`src/rtl/despachador_ascensores_if.sv`:
```
// Signal bundle between the dispatcher, the floor-request FIFO and both elevator units.
interface despachador_ascensores_if;
  logic       fifo_empty;
  logic [1:0] fifo_dout;
  logic       fifo_rd_en;
  logic [1:0] piso_asc_1;
  logic [1:0] piso_asc_2;
  logic       ocupado_asc_1;
  logic       ocupado_asc_2;
  logic [2:0] destino_asc_1;
  logic [2:0] destino_asc_2;
  logic [1:0] asignado;
  logic [7:0] errores;

  modport master (
    output fifo_empty, fifo_dout, piso_asc_1, piso_asc_2, ocupado_asc_1, ocupado_asc_2,
    input  fifo_rd_en, destino_asc_1, destino_asc_2, asignado, errores
  );

  modport slave (
    input  fifo_empty, fifo_dout, piso_asc_1, piso_asc_2, ocupado_asc_1, ocupado_asc_2,
    output fifo_rd_en, destino_asc_1, destino_asc_2, asignado, errores
  );
endinterface

```
`src/rtl/despachador_ascensores.sv`:
```
// Pops floor requests one at a time and hands each to the closer free elevator.
// Optional DESPACHO_ALTERNADO_EN: equal-distance ties alternate between elevators.
module despachador_ascensores #(
  parameter int unsigned ACK_TIMEOUT = 1023
) (
  input  logic                     clk,
  input  logic                     reset_n,
  despachador_ascensores_if.slave  bus
);

  localparam int unsigned TIMER_W = $clog2(ACK_TIMEOUT + 1);
  localparam int unsigned ERR_W   = 8;
  localparam logic [ERR_W-1:0] ERR_MAX = '1;

  typedef enum logic [2:0] {
    IDLE,
    POP,
    CAPTURE,
    DECIDE,
    ISSUE1,
    ISSUE2
  } state_t;

  state_t               state;
  logic [1:0]           req;
  logic [TIMER_W-1:0]   timer;

  logic [1:0]           dist_1_c;
  logic [1:0]           dist_2_c;
  logic                 pick_2_c;
  logic                 ack_c;
  logic                 timeout_c;

`ifdef DESPACHO_ALTERNADO_EN
  logic                 tie_sel;
  logic                 tie_c;
  assign tie_c = !bus.ocupado_asc_1 && !bus.ocupado_asc_2 && (dist_1_c == dist_2_c);
`endif

  // Elevator choice: a lone free elevator wins, otherwise the nearer one; ties to asc_1 unless alternating.
  always_comb begin
    dist_1_c = (req >= bus.piso_asc_1) ? (req - bus.piso_asc_1) : (bus.piso_asc_1 - req);
    dist_2_c = (req >= bus.piso_asc_2) ? (req - bus.piso_asc_2) : (bus.piso_asc_2 - req);
    pick_2_c = 1'b0;
    if (bus.ocupado_asc_1)
      pick_2_c = 1'b1;
    else if (bus.ocupado_asc_2)
      pick_2_c = 1'b0;
    else if (dist_2_c < dist_1_c)
      pick_2_c = 1'b1;
`ifdef DESPACHO_ALTERNADO_EN
    else if (dist_2_c == dist_1_c)
      pick_2_c = tie_sel;
`endif
  end

  assign ack_c     = (state == ISSUE1) ? bus.ocupado_asc_1 : bus.ocupado_asc_2;
  assign timeout_c = (timer == TIMER_W'(ACK_TIMEOUT - 1));

  always_ff @(posedge clk or negedge reset_n) begin
    if (!reset_n) begin
      state             <= IDLE;
      req               <= '0;
      timer             <= '0;
      bus.fifo_rd_en    <= 1'b0;
      bus.destino_asc_1 <= '0;
      bus.destino_asc_2 <= '0;
      bus.asignado      <= '0;
      bus.errores       <= '0;
`ifdef DESPACHO_ALTERNADO_EN
      tie_sel           <= 1'b0;
`endif
    end else begin
      bus.fifo_rd_en <= 1'b0;
      case (state)
        IDLE: begin
          if (!bus.fifo_empty) begin
            state          <= POP;
            bus.fifo_rd_en <= 1'b1;
          end
        end
        POP: state <= CAPTURE;
        CAPTURE: begin
          req   <= bus.fifo_dout;
          state <= DECIDE;
        end
        // Both busy: hold the request here; no further pops until it is placed.
        DECIDE: begin
          if (!(bus.ocupado_asc_1 && bus.ocupado_asc_2)) begin
            timer <= '0;
            if (pick_2_c) begin
              state             <= ISSUE2;
              bus.destino_asc_2 <= {1'b1, req};
              bus.asignado      <= 2'b10;
            end else begin
              state             <= ISSUE1;
              bus.destino_asc_1 <= {1'b1, req};
              bus.asignado      <= 2'b01;
            end
`ifdef DESPACHO_ALTERNADO_EN
            if (tie_c)
              tie_sel <= ~tie_sel;
`endif
          end
        end
        // Acknowledge takes priority; on timeout the request is dropped and counted.
        ISSUE1, ISSUE2: begin
          if (ack_c || timeout_c) begin
            state             <= IDLE;
            bus.destino_asc_1 <= '0;
            bus.destino_asc_2 <= '0;
            if (!ack_c && (bus.errores != ERR_MAX))
              bus.errores <= bus.errores + ERR_W'(1);
          end else begin
            timer <= timer + TIMER_W'(1);
          end
        end
        default: state <= IDLE;
      endcase
    end
  end

endmodule
```
`src/flat_wrapper.sv`:
```
// flat-port wrapper written by rule: the top's interface ports become plain ports
module despachador_ascensores_flat 
#(
  parameter int unsigned ACK_TIMEOUT = 1023
)
  (clk, reset_n, bus_fifo_empty, bus_fifo_dout, bus_piso_asc_1, bus_piso_asc_2, bus_ocupado_asc_1, bus_ocupado_asc_2, bus_fifo_rd_en, bus_destino_asc_1, bus_destino_asc_2, bus_asignado, bus_errores);
  despachador_ascensores_if bus_i ();
  input  logic clk;
  input  logic reset_n;
  input wire logic [$bits(bus_i.fifo_empty)-1:0] bus_fifo_empty;
  input wire logic [$bits(bus_i.fifo_dout)-1:0] bus_fifo_dout;
  input wire logic [$bits(bus_i.piso_asc_1)-1:0] bus_piso_asc_1;
  input wire logic [$bits(bus_i.piso_asc_2)-1:0] bus_piso_asc_2;
  input wire logic [$bits(bus_i.ocupado_asc_1)-1:0] bus_ocupado_asc_1;
  input wire logic [$bits(bus_i.ocupado_asc_2)-1:0] bus_ocupado_asc_2;
  output wire logic [$bits(bus_i.fifo_rd_en)-1:0] bus_fifo_rd_en;
  output wire logic [$bits(bus_i.destino_asc_1)-1:0] bus_destino_asc_1;
  output wire logic [$bits(bus_i.destino_asc_2)-1:0] bus_destino_asc_2;
  output wire logic [$bits(bus_i.asignado)-1:0] bus_asignado;
  output wire logic [$bits(bus_i.errores)-1:0] bus_errores;
  assign bus_i.fifo_empty = bus_fifo_empty;
  assign bus_i.fifo_dout = bus_fifo_dout;
  assign bus_i.piso_asc_1 = bus_piso_asc_1;
  assign bus_i.piso_asc_2 = bus_piso_asc_2;
  assign bus_i.ocupado_asc_1 = bus_ocupado_asc_1;
  assign bus_i.ocupado_asc_2 = bus_ocupado_asc_2;
  assign bus_fifo_rd_en = bus_i.fifo_rd_en;
  assign bus_destino_asc_1 = bus_i.destino_asc_1;
  assign bus_destino_asc_2 = bus_i.destino_asc_2;
  assign bus_asignado = bus_i.asignado;
  assign bus_errores = bus_i.errores;
  despachador_ascensores #(.ACK_TIMEOUT(ACK_TIMEOUT)) u_core (.clk(clk), .reset_n(reset_n), .bus(bus_i));
endmodule
```
`config.mk`:
```
export PLATFORM = sky130hd
export DESIGN_NAME = despachador_ascensores_flat
export DESIGN_NICKNAME = d
export VERILOG_FILES = /design/src/rtl/despachador_ascensores_if.sv /design/src/rtl/despachador_ascensores.sv /design/src/flat_wrapper.sv
export SDC_FILE = /design/constraint.sdc
export NUM_CORES = 1
export LEC_CHECK = 0
export BUFFER_PORTS_ARGS = -buffer_cell sky130_fd_sc_hd__buf_4
export CORE_MARGIN = 1.5
export CORE_UTILIZATION = 35
export CTS_CLUSTER_DIAMETER = 50
export CTS_CLUSTER_SIZE = 28
export DETAILED_ROUTE_END_ITERATION = 8
export SYNTH_ARGS = -nofsm -noshare
export SYNTH_HDL_FRONTEND = slang
export SYNTH_SLANG_ARGS = --single-unit
```
`constraint.sdc`:
```
create_clock -name clk -period 2.6 [get_ports clk]
set_input_delay 0 -clock clk [delete_from_list [all_inputs] [get_ports clk]]
set_output_delay 0 -clock clk [all_outputs]
set_load 0.05 [all_outputs]
```
==> flow_summary.toml, run 1 <==
[drt]
wl_per_cell_microns = 12.4
num_vias = 1441
drc_errors = 0
via_per_inst = 4.99
initialDrtViolationCount = 42
final_antenna_net_count = 0
wl_microns = 3580
drt-pass1-iter-count = 4

[yosys]
avgSynthCellArea_sq_um = 10.1
synth_fa_ha_area_share_pct = 8.96
async_flop_share_pct = 100
synth_flop_cell = "dfrtp_1"
synth_compound_area_share_pct = 12.5
synth.area.top_cells = "dfrtp_1 (43%), ha_1 (6.8%), nand2_1 (4.1%)"
synthCells = 183
ys_warn_count = 0
synthesis.area_sq_um = 1840
synth_simple_gate_area_share_pct = 23.4
synth_seq_cells = 32
synth_top_area_cell = "dfrtp_1"
synth_top_area_share_pct = 43.4
synth-xor-area-share_pct = 3.33
ys_seq_area_share_pct = 43.4
ys_types = 42
synth_edf_count = 0
synth_top_family_by_area = "simple AND/OR/NAND/NOR gates"
muxShareOfSynthArea_pct = 4.89
synth_nets = 206

[critical_path]
setup.worst_path.class = "flip-flop to flip-flop"
end_kind = "flip-flop"
worst_path_max_delay_cell = "fa_1"
slowest_delay_ps = 490
crit_chain = "inv_1 > ha_1 > inv_1 > fa_1 > a21oi_2 > o22ai_1 > ha_1 > nand2b_1 > o22ai_4 > and2_1 > a22o_1"
critPathArrivalTime_ps = 2610
path_max_fanout = 6
cp-start-kind = "flip-flop"
worstPathRequired_ps = 2780

[final_layout]
area_growth_pct = 22.7
mostFrequentLayoutCell = "dfrtp_1"
stdcell_count = 289
utilization_pct = 44.3
fin_nets = 241
layout_common_cells = "dfrtp_1 (32), buf_4 (29), nand2_1 (20)"
diodes = 0
drive_above_1_share_pct = 21.9
design_area_sq_um = 2260
fillers = 509

[floorplanning]
rows = 26
start_util_pct = 36.1
core_sq_um = 5110
io_pins = 28
dieArea_sq_um = 5710
die_w_microns = 75.6
dieHeight_microns = 75.6

[global_routing]
grt_pass1_wl_microns = 5970
antenna_found_initial = 0
first_global_vias = 1326
grt_max_degree = 33
grt_overflow = 0
grt_usage_pct = 14.0

[sta]
finalCritPeriodShare_pct = 93.7
hold_violations = 0
clock_skew_ps = 3.46
setup-tns-final_ps = 0
setup_viol_count_final = 0
fin_crit_ps = 2440
rsz0062_at_grt = "false"
slew_viol_final = 0
fmax_mhz = 410
relSlewSlack_pct = 63.6
tightest_slew_ps = 542

[worst_hold_path]
hold_path.class = "input port to flip-flop"

[placement]
port_buffers = 27
dp_hpwl_microns = 2640
place_area_sq_um = 2110
gp_congestion = 0.714
dp_cells = 277

[cts]
cts_buffers = 5
cts-root-buf = "clkbuf_8"
cts_tree = "built"
cts.path.max_buffers = 2
htreeDepth = 2
clkLatencyLatePin_ps = 290
clock_sinks = 32
clkTransAtPathRegs_ps = 70

[power_and_ir_drop]
combPwrFrac_pct = 46.5
power_density_nw_per_um2 = 903
clkPwrFrac_pct = 18.5
p_leak_uw = 0.00102
irDropWorstVdd_mv = 0.463
p_int_uw = 1170
power_uw = 2040
p_sw_uw = 874
seqPwrFrac_pct = 35.1
switching_share_pct = 42.8

[outcome]
status = "complete, no violations"

[flow_run]
maxCapViolations = 0
synthesized netlist by cell type, types with 5 or more instances:
library cell  instances
xor2_1                6
inv_1                 8
nand2_1              20
ha_1                 10
nor2_1               13
o21ai_0               6
o22ai_1               5
nand2b_1              5
mux2i_1               6
dfrtp_1              32
a21oi_1               6
nand3_1               6
power by group through the flow:
stage	combinational, uW	sequential [uW]	clock, uW
2_1_floorplan	501	883	0
3_3_place_gp	883	726	0
3_5_place_dp	899	729	0
4_1_cts	907	718	390
5_1_grt	1060	739	409
6_report	949	716	377
worst max-delay path, delay by kind of cell, from the launching register on:
| family | cells | cell delay, ps |
|---|---|---|
| AND/OR/NAND/NOR | 2 | 320 |
| buffers and inverters | 2 | 140 |
| flip-flops | 1 | 380 |
| adder cells (fa/ha/maj) | 3 | 920 |
| AO/OA/AOI/OAI | 4 | 550 |
sequential cells by signal, summed over array words and instances, names as in the netlist:
| signal | flops |
|---|---|
| u_core.bus.asignado | 2 |
| u_core.bus.destino_asc_2 | 3 |
| u_core.bus.fifo_rd_en | 1 |
| u_core.state | 3 |
| u_core.req | 2 |
| u_core.timer | 10 |
| u_core.bus.errores | 8 |
| u_core.bus.destino_asc_1 | 3 |
layout make-up:
cell class	instances	area, sq um	share of cell area [%]
clock buffer	5	68.8	3.04
clock inverter	3	18.8	0.830
inverter	8	30.0	1.33
multi-input combinational	138	998	44.1
sequential	32	801	35.4
tap	70	87.6	3.87
timing repair buffer	33	258	11.4
final timing paths:
check	to	from	slack (ps)	cells after the start
hold / removal	u_core.bus.asignado[0]	bus_ocupado_asc_1	90	4
hold reg to reg	u_core.bus.errores[6]	u_core.bus.errores[6]	490	1
setup reg to reg	u_core.bus.destino_asc_1[1]	u_core.req[0]	160	11
max in group asynchronous	u_core.bus.errores[3]	reset_n	2120	2
min in group asynchronous	u_core.state[1]	reset_n	190	2
setup / recovery	u_core.bus.destino_asc_1[1]	u_core.req[0]	160	11
through the flow:
step                      hold WS [ps]  setup slack, ps
after floorplan                   -296              211
after global placement           -29.0              157
after detailed placement         -32.2             33.7
after CTS                          181             29.9
after global routing               113             25.0
final                             88.8              163
cell families after synthesis:
| family | Yosys count |
|---|---|
| and+or+nand+nor | 77 |
| muxes | 8 |
| adders and majority gates | 12 |
| xor gates and xnor gates | 7 |
| DFF | 32 |
| buffers and inverters | 13 |
| AOI/OAI and AO/OA | 34 |
repair_timing:
action / 4_1_cts / 5_1_grt
endpoints found under the hold margin: 35 / 0
hold buffers: 4 / 0
gates resized for setup: 0 / 4
endpoints found under the setup margin: 0 / 8
setup buffers: 0 / 0
layer usage:
metal	up-vias	GRT usage [%]	part of all wire, %
met3	6	4.37	3.4
met2	21	22.1	46
li1	727	-	-
met4	0	5.36	1.5
met5	-	0	0
met1	687	18.0	49
(Power assumes the default switching activity.)
==> run 2: changes to the inputs <==
--- a/config.mk
+++ b/config.mk
@@ -6,11 +6,13 @@
 export NUM_CORES = 1
 export LEC_CHECK = 0
 export BUFFER_PORTS_ARGS = -buffer_cell sky130_fd_sc_hd__buf_4
+export CORE_ASPECT_RATIO = 2
 export CORE_MARGIN = 1.5
 export CORE_UTILIZATION = 35
 export CTS_CLUSTER_DIAMETER = 50
 export CTS_CLUSTER_SIZE = 28
 export DETAILED_ROUTE_END_ITERATION = 8
+export PLACE_DENSITY = 0.55
 export SYNTH_ARGS = -nofsm -noshare
 export SYNTH_HDL_FRONTEND = slang
 export SYNTH_SLANG_ARGS = --single-unit
==> run 2 against run 1 <==
- utilization increased by 0.35 points
- first-iteration DRC count decreased by 55%
- via count increased by 2.6%
- register-to-register slack about the same
- die area increased by 0.46%
- clock skew increased by 3.3 ps
- setup slack improved by 10 ps
- count of clock-buffer cells in the layout increased by 1
- wire length increased by 16%
- global-route usage increased by 2.0 points
- largest cell class unchanged
- highest routed layer unchanged
==> flow_summary.toml, run 2 (same netlist as run 1, synthesis figures left out) <==
[drt]
num_vias = 1479
wl_microns = 4150
initialDrtViolationCount = 19
final_antenna_net_count = 0
drt-pass1-iter-count = 6
via_per_inst = 5.30
wl_per_cell_microns = 14.9
drc_errors = 0

[global_routing]
grt_max_degree = 33
grt_pass1_wl_microns = 6710
antenna_found_initial = 0
grt_overflow = 0
grt_usage_pct = 16.0
first_global_vias = 1511

[power_and_ir_drop]
p_leak_uw = 0.00103
irDropWorstVdd_mv = 0.467
power_density_nw_per_um2 = 917
power_uw = 2080

[cts]
clock_sinks = 32
clkTransAtPathRegs_ps = 70
cts_tree = "built"
cts-root-buf = "clkbuf_8"
htreeDepth = 2
cts.path.max_buffers = 2
cts_buffers = 5
clkLatencyLatePin_ps = 280

[critical_path]
path_max_fanout = 6
r2r_slack_ps = 170
setup.worst_path.class = "flip-flop to flip-flop"
end_kind = "flip-flop"
worstPathRequired_ps = 2770
cp-start-kind = "flip-flop"
critPathArrivalTime_ps = 2600

[placement]
dp_hpwl_microns = 3140
gp_congestion = 0.788
port_buffers = 27
place_area_sq_um = 2120

[flow_run]
maxCapViolations = 0

[final_layout]
largest_reg_flops = 10
area_growth_pct = 23.4
diodes = 0
fin_nets = 243
drive_above_1_share_pct = 24.0
reg_top3 = "u_core.timer (10), u_core.bus.errores (8)"
multi_input_area_sq_um = 1000
design_area_sq_um = 2270
seqCellArea_sq_um = 801
mostFrequentLayoutCell = "dfrtp_1"
layout_common_cells = "dfrtp_1 (32), buf_4 (31), nand2_1 (20)"
regMostFlops = "u_core.timer"
fillers = 512

[sta]
tightest_slew_ps = 596
setup-tns-final_ps = 0
hold_slack_ps = 144
slew_viol_final = 0
setup_viol_count_final = 0
rsz0062_at_grt = "false"
relSlewSlack_pct = 60.1
hold_violations = 0
fmax_mhz = 412
clock_skew_ps = 6.78
finalCritPeriodShare_pct = 93.3
fin_crit_ps = 2430

[floorplanning]
dieHeight_microns = 106
rows = 37
dieArea_sq_um = 5740
core_sq_um = 5090
io_pins = 28
die_w_microns = 54.3
start_util_pct = 36.2

[outcome]
status = "complete, no violations"

[worst_hold_path]
hold_path.class = "input port to flip-flop"
[run 2: cell count changes in the layout (fill, tap and decap cells not counted), sizes merged]
cell / before / now
buf: 29 / 31
clkbuf: 5 / 6
clkinv: 3 / 2
[run 2: timing repair]
action / CTS / global route
hold endpoints to repair: 35 / 0
setup buffers: 0 / 0
setup endpoints to repair: 0 / 6
hold buffers: 4 / 0
gates resized for setup: 0 / 7
[run 2: layer usage]
metal | up-vias | part of all wire, % | track usage [%] | wire length, microns
met3 | 10 | 2.6 | 2.83 | 106
met5 | - | 0 | 0 | 0
met1 | 710 | 38 | 16.3 | 1590
met2 | 34 | 56 | 29.2 | 2330
li1 | 725 | - | - | -
met4 | 0 | 3.0 | 7.32 | 124
[run 2: report_power, final]
| part | internal [uW] | leakage [uW] | total [uW] | switching (uW) |
|---|---|---|---|---|
| clock network | 211 | 0.0000510 | 395 | 184 |
| registers | 605 | 0.000414 | 696 | 91.4 |
| logic | 388 | 0.000564 | 993 | 606 |
[run 2: layout make-up]
cell class | instances | area share, %
Inverter | 8 | 1.32
Tap cell | 58 | 3.19
Timing Repair Buffer | 35 | 12.0
Clock buffer | 6 | 3.63
Sequential cell | 32 | 35.2
Clock inverter | 2 | 0.440
Multi-Input combinational cell | 138 | 44.2
[run 2: worst max-delay path, stage by stage, from the launching register on]
cell and delay, ps:
dfrtp_1 390, inv_2 90, ha_4 130, inv_1 50
fa_2 520, a21oi_1 60, o22ai_1 190, ha_1 260
nand2b_1 80, o22ai_2 120, and2_4 200, a22o_1 220
[run 2: worst paths after layout]
kind / startpoint / end / cells after the start
max: u_core.req[0] / u_core.bus.destino_asc_1[0] / 11
min: bus_ocupado_asc_1 / u_core.bus.asignado[0] / 4
max reg2reg: u_core.req[0] / u_core.bus.destino_asc_1[0] / 11
min reg2reg: u_core.bus.errores[7] / u_core.bus.errores[7] / 1
max in group asynchronous: reset_n / u_core.bus.destino_asc_2[1] / 2
min in group asynchronous: reset_n / u_core.timer[0] / 2
[run 2: per-stage QoR]
stage / utilization (%) / std cells / worst slack (ps)
6_report: 44.6 / 279 / 173
5_1_grt: 44.6 / 279 / 11.7
4_1_cts: 44.3 / 280 / 41.1
3_5_place_dp: 41.7 / 268 / 59.2
3_3_place_gp: 41.7 / 268 / 102
2_1_floorplan: - / 183 / 211
